**config.mk**
```make
export PLATFORM = sky130hd
export DESIGN_NAME = encoder_scan_serializer
export DESIGN_NICKNAME = d
export VERILOG_FILES = /design/src/rtl/encoder_scan_serializer.sv
export SDC_FILE = /design/constraint.sdc
export NUM_CORES = 1
export LEC_CHECK = 0
export CAP_MARGIN = 20
export CORE_MARGIN = 5
export CORE_UTILIZATION = 45
export DETAILED_ROUTE_END_ITERATION = 16
export GPL_ROUTABILITY_DRIVEN = 0
export PLACE_DENSITY_LB_ADDON = 0.1
export SYNTH_ARGS = -nofsm -noshare
export SYNTH_HDL_FRONTEND = slang
export SYNTH_SLANG_ARGS = --single-unit
```
**constraint.sdc**
```tcl
create_clock -name clk -period 1.75 [get_ports clk]
set_input_delay 0.175 -clock clk [delete_from_list [all_inputs] [get_ports clk]]
set_output_delay 0.175 -clock clk [all_outputs]
set_load 0.005 [all_outputs]
```
**src/rtl/encoder_scan_serializer.sv**
```systemverilog
// Accepts a WIDTH-bit request vector and emits the index of every set bit, one per beat.
// Optional feature: define ENCODER_SCAN_COUNT_EN to add out_total (popcount of the accepted vector).
module encoder_scan_serializer #(
  parameter int WIDTH     = 8,
  parameter bit MSB_FIRST = 1'b0,
  localparam int IDX_W    = $clog2(WIDTH)
) (
  input  logic             clk,
  input  logic             rst_n,
  input  logic [WIDTH-1:0] in_data,
  input  logic             in_valid,
  output logic             in_ready,
  input  logic             abort,
  output logic [IDX_W-1:0] out_index,
  output logic             out_none,
  output logic             out_last,
  output logic             out_valid,
  input  logic             out_ready
`ifdef ENCODER_SCAN_COUNT_EN
  ,
  output logic [IDX_W:0]   out_total
`endif
);

  if (WIDTH < 2 || WIDTH > 64) begin : g_bad_width
    $error("encoder_scan_serializer: WIDTH must be in 2..64");
  end

  typedef enum logic {IDLE, SCAN} state_t;

  state_t           state, state_nx;
  logic [WIDTH-1:0] pending, pending_nx;
  logic             none_q, none_nx;
  logic [WIDTH-1:0] sel;
  logic [IDX_W-1:0] sel_idx;
  logic             single;

  // One-hot of the bit to emit next; the last match in loop order wins.
  function automatic logic [WIDTH-1:0] pick(input logic [WIDTH-1:0] v);
    logic [WIDTH-1:0] r;
    r = '0;
    if (MSB_FIRST) begin
      for (int i = 0; i < WIDTH; i++)
        if (v[i]) begin
          r    = '0;
          r[i] = 1'b1;
        end
    end else begin
      for (int i = WIDTH - 1; i >= 0; i--)
        if (v[i]) begin
          r    = '0;
          r[i] = 1'b1;
        end
    end
    return r;
  endfunction

  function automatic logic [IDX_W-1:0] encode(input logic [WIDTH-1:0] oh);
    logic [IDX_W-1:0] idx;
    idx = '0;
    for (int i = 0; i < WIDTH; i++)
      if (oh[i]) idx = idx | IDX_W'(i);
    return idx;
  endfunction

  assign sel     = pick(pending);
  assign sel_idx = encode(sel);
  // Exactly one bit left: the selected bit is the only one set.
  assign single  = (pending != '0) && ((pending & ~sel) == '0);

  always_ff @(posedge clk or negedge rst_n) begin
    if (!rst_n) begin
      state   <= IDLE;
      pending <= '0;
      none_q  <= 1'b0;
    end else begin
      state   <= state_nx;
      pending <= pending_nx;
      none_q  <= none_nx;
    end
  end

  always_comb begin
    state_nx   = state;
    pending_nx = pending;
    none_nx    = none_q;
    in_ready   = 1'b0;
    out_valid  = 1'b0;
    out_index  = '0;
    out_none   = 1'b0;
    out_last   = 1'b0;
    case (state)
      IDLE: begin
        in_ready = 1'b1;
        if (in_valid) begin
          pending_nx = in_data;
          none_nx    = (in_data == '0);
          state_nx   = SCAN;
        end
      end
      SCAN: begin
        out_valid = 1'b1;
        out_index = sel_idx;
        out_none  = none_q;
        out_last  = single || none_q;
        if (out_ready) begin
          pending_nx = pending & ~sel;
          if (single || none_q) begin
            state_nx = IDLE;
            none_nx  = 1'b0;
          end
        end
      end
      default: state_nx = IDLE;
    endcase
    // abort wins over both acceptance and a beat transfer in the same cycle.
    if (abort) begin
      state_nx   = IDLE;
      pending_nx = '0;
      none_nx    = 1'b0;
    end
  end

`ifdef ENCODER_SCAN_COUNT_EN
  function automatic logic [IDX_W:0] popcount(input logic [WIDTH-1:0] v);
    logic [IDX_W:0] cnt;
    cnt = '0;
    for (int i = 0; i < WIDTH; i++)
      cnt = cnt + {{IDX_W{1'b0}}, v[i]};
    return cnt;
  endfunction

  always_ff @(posedge clk or negedge rst_n) begin
    if (!rst_n)
      out_total <= '0;
    else if (state == IDLE && in_valid && !abort)
      out_total <= popcount(in_data);
  end
`endif

endmodule

```
---- Word-level counts from Yosys, hierarchy flattened ----
Index checks and enable logic that the tools add are counted.
word-level totals
  register bits ........................... 10
  output and inout bits ................... 7
  bits of input ports ..................... 13
  logic and storage cells ................. 50
operators by class
  muxes and demuxes ....................... 34
  equal/unequal tests ..................... 3
  bitwise gates (word level) .............. 3
  reductions and logical operators ........ 7
operators by type and width
  kind                  number
  $mux W8               11
  $logic_not A8 Y1      2
  $pmux W8 S2           1
  $mux W3               5
  $mux W1               13
  $and A8 B8 Y8         1
  $not A8 Y8            1
  $reduce_bool A8 Y1    1
  $ne A3 B3 Y1 const B  2
  $mux W2               2
  $pmux W1 S2           2
  $ne A3 B2 Y1 const B  1
  $reduce_and A3 Y1     1
  $reduce_and A2 Y1     1
  $logic_and A1 B1 Y1   1
  $logic_or A1 B1 Y1    1
  $not A1 Y1            1

---- Longest topological paths before layout ----
  depth after elaboration ................. 17
  mapped depth ............................ 5
  mapped depth without buffers ............ 4

---- Least setup slack after synthesis ----
OpenSTA, ideal clock, no wires.
  path kind ............................... flip-flop to flip-flop
  start ................................... register pending[0]
  end ..................................... register pending[7]
  data arrival time ....................... 1.456 ns
  path buffers ............................ 1
  data required time ...................... 1.629 ns
  path slack .............................. 0.173 ns
  cell stages (with the launch flop) ...... 6
  period minus slack after synthesis ...... 1.577 ns
  setup time .............................. 0.121 ns
  cell sequence ........................... dfrtp_1 > buf_6 > or4_4 > nor4_2 > o21ai_1 > a22o_1
on the way
  longest elaborated chain between the ends .. 6
RTL lines
  item                    line  RTL
  start, declared         32    logic [WIDTH-1:0] pending, pending_nx;
  start signal, assigned  78    pending <= pending_nx;
  $mux W8                 50    if (v[i]) begin
  $not A8 Y8              107   pending_nx = pending & ~sel;
  $and A8 B8 Y8           107
  $mux W8                 106   if (out_ready) begin
  $pmux W8 S2             92    case (state)
  $mux W8                 117   if (abort) begin
No other way between the ends. The select of a mux whose other input is x is not followed.
A chain may end at the register's enable or synchronous reset.

---- Worst setup path after layout ----
  start ................................... register pending[3]
  end ..................................... output port out_last
on the way
  longest elaborated chain between the ends .. 10
  elaborated cells between the ends (all ways) .. 11
  classes of those cells .................. mux (5); bitwise (2); reduce/logical (4)
RTL lines
  item                     line  RTL
  $mux W8 (4 in a row)     50
  $not A8 Y8               69    assign single = (pending != '0) && ((pending & ~sel) == '0);
  $and A8 B8 Y8            69
  $logic_not A8 Y1         69
  $logic_and A1 B1 Y1 (*)  69
  $logic_or A1 B1 Y1 (*)   105   out_last = single || none_q;
  $mux W1 (*)              92
  end, declared            16    output logic out_last,
Every way passes the cells marked *; elsewhere a longest branch is shown, timed or not.

==> results.ini <==
[outcome]
outcome = finished, violations left
violations = negative setup slack

[detailed_routing]
drtIter0Drc = 18
num_vias = 787
met2_length_um = 996
wl_per_cell_um = 16.5
wl_met1_mm = 1.02
via_per_inst = 5.92
drc_errors = 0
dr.pass1.iters = 4
routed.top_layer = met4
wl_met3_um = 112
ant_nets = 0
routed_wl_mm = 2.20

[floorplan]
die_h_um = 48.9
core_mm2 = 0.00147
pin_count = 20
fp.dieW_um = 48.9
die_area_mm2 = 0.00239
initial_core_util = 0.463
rows = 14

[cts]
cts_tree = built
clock_path_buffers = 2
clock_sink_count = 10
clkTransAtPathRegs_ps = 70
clock_latency_ps = 270
cts_hold_buffers = 0
numCtsBuffers = 3
cts_htree_levels = 1
root_buffer = clkbuf_4

[finish]
fin_area_mm2 = 0.00109
multi_input_area_um2 = 417
register_area_um2 = 254
syn2layout_area_growth_pct = 60.0
final_util = 0.741
fillerInstances = 121
num_antenna_cells = 0
layout-drive-gt1-share = 0.359
nNetsFinal = 132

[critical_path]
rr_startpoint = pending[3]$_DFFE_PN0P_
crit_start = pending[3]$_DFFE_PN0P_
cp-start-kind = flip-flop
cp_max_fo = 4
reg2regPathDepth = 5
crit_end = out_last
required_ps = 1570
crit_path_end_kind = output port
worstPathArrival_ps = 1770
r2r_slack_ps = 60
rr_endpoint = pending[7]$_DFFE_PN0P_
critical_path_class = reg -> out

[synthesis]
synth_area_um2 = 682
yosys_warnings = 0
syn_inst = 81
synth.distinct_cells = 31
avgSynthCellArea_um2 = 8.42
yosysSeqAreaShare = 0.367
ys_ff_latch = 10
syn_nets = 94

[pwr]
combPwrFrac = 0.412
ir_worst_vdd_mv = 0.378
p_int_uw = 494
leakage_nw = 0.485
fin_total_pwr_uw = 727
powerDensity_mw_per_mm2 = 666
sw_frac_of_total = 0.320
clkPwrFrac = 0.222
p_sw_uw = 233
p_seq_frac = 0.366

[grt]
grt_pass1_vias = 761
antenna_found_initial = 0
grt_pass1_wl_mm = 3.66
grt_max_degree = 11
grt_use_total = 0.201
overflow = 0

[timing]
worst_pin_slew_ps = 474
layout_min_cycle_time_ps = 1950
fmax_mhz = 513
finClkSkew_ps = 1.20
setup_ws_ps = -198
rsz0062_at_grt = true
slew-limit-headroom = 0.683
hold_viol_final = 0
drv_slew = 0
timing.hold.ws_ps = 229
fin_tns_setup_ps = -374
setup-violations-final = 3
fin_crit_sh = 1.11

[placement]
port_buffers = 19
dpl_cell_area_um2 = 965
dp_hpwl_mm = 1.57

[worst_hold_path]
holdCritPathClass = in -> async

[flow_run]
max_cap_viol_count = 0

==> worst min-delay path by stage <==
stage / start / endpoint
after floorplan: rst_n / none_q$_DFFE_PN0P_
after global placement: rst_n / none_q$_DFFE_PN0P_
after detailed placement: rst_n / state$_DFF_PN0_
after CTS: rst_n / state$_DFF_PN0_
after global routing: rst_n / state$_DFF_PN0_
final: rst_n / state$_DFF_PN0_
==> Yosys cell counts <==
cell / instances / share of area
a31oi_1: 1 / 0.0092
a2bb2oi_1: 1 / 0.013
or2b_2: 1 / 0.013
a211oi_1: 2 / 0.022
buf_2: 1 / 0.0073
dfrtp_1: 10 / 0.37
a21oi_1: 1 / 0.0073
buf_6: 1 / 0.017
nor2_1: 7 / 0.039
o2111ai_1: 1 / 0.013
or4_4: 1 / 0.017
o21ai_0: 9 / 0.066
xor2_1: 1 / 0.013
o22a_1: 1 / 0.013
a211o_2: 1 / 0.015
clkbuf_2: 1 / 0.0073
clkbuf_1: 5 / 0.028
nor4_2: 1 / 0.018
o21ai_1: 1 / 0.0073
nand4_1: 1 / 0.0092
nand2_1: 2 / 0.011
a22o_1: 7 / 0.090
nor3_1: 7 / 0.051
o21a_1: 1 / 0.011
o2bb2ai_1: 1 / 0.013
mux2i_1: 1 / 0.015
o311a_1: 1 / 0.015
nand3_1: 1 / 0.0073
and2_1: 2 / 0.018
inv_1: 6 / 0.033
nor4_1: 4 / 0.037
==> stage by stage <==
| stage | setup slack, ps | cells |
|---|---|---|
| 2_1_floorplan | 173 | 81 |
| 5_1_grt | -349 | 133 |
| 3_3_place_gp | -232 | 123 |
| 6_report | -198 | 133 |
| 3_5_place_dp | -277 | 123 |
| 4_1_cts | -207 | 132 |
==> layout make-up <==
type | instances | share of cell area
repair buffers | 41 | 0.326
multi-input cells | 57 | 0.382
inverters | 6 | 0.0206
clock buffers | 3 | 0.0206
well taps | 16 | 0.0183
flip-flops and latches | 10 | 0.233
==> cells in the final DEF (no fill, tap or decap), drive strengths merged <==
cell	synthesis	layout
a211o	1	1
a211oi	2	2
a21oi	1	1
a22o	7	7
a2bb2oi	1	1
a31oi	1	1
and2	2	2
buf	2	25
clkbuf	6	3
clkdlybuf4s15	0	1
clkdlybuf4s50	0	15
dfrtp	10	10
inv	6	6
mux2i	1	1
nand2	2	2
nand3	1	1
nand4	1	1
nor2	7	7
nor3	7	7
nor4	5	5
o2111ai	1	1
o21a	1	1
o21ai	10	10
o22a	1	1
o2bb2ai	1	1
o311a	1	1
or2b	1	1
or4	1	1
xor2	1	1
==> power by group through the flow <==
stage	logic, mW	clock network [mW]	registers, mW
6_report	0.299	0.162	0.266
4_1_cts	0.285	0.162	0.263
5_1_grt	0.329	0.174	0.268
2_1_floorplan	0.126	0	0.257
3_3_place_gp	0.239	0	0.266
3_5_place_dp	0.243	0	0.267
==> per-layer routing <==
layer  vias up  track usage
li1        376            -
met1       378        0.279
met2        27        0.283
met3         6       0.0336
met4         0        0.130
met5         -            0
==> sequential cells by signal, summed over array words and instances, names as in the netlist <==
| register | flops |
|---|---|
| none_q | 1 |
| state | 1 |
| pending | 8 |
==> worst max-delay path: stages (launching register included) <==
cell and delay, ps:
dfrtp_1 390, or4_4 580, nand2_1 100, a31oi_1 110, o21a_1 200, buf_2 120
==> kinds of logic (layout without fill, tap and decap cells) <==
kind of cell / after synthesis / in the layout / share of synthesized area
compound gates: 28 / 28 / 0.294
xor+xnor: 1 / 1 / 0.0128
buf+inv: 14 / 50 / 0.0917
flops: 10 / 10 / 0.367
mux: 1 / 1 / 0.0147
simple gates: 27 / 27 / 0.220
==> repair_timing <==
| action | CTS | global route |
|---|---|---|
| resized for setup | 26 | 5 |
| pin swaps | 4 | 1 |
| setup buffers | 6 | 1 |
| endpoints found under the setup margin | 4 | 5 |
| hold endpoints to repair | 0 | 0 |
Power figures use the tool's default switching activity.
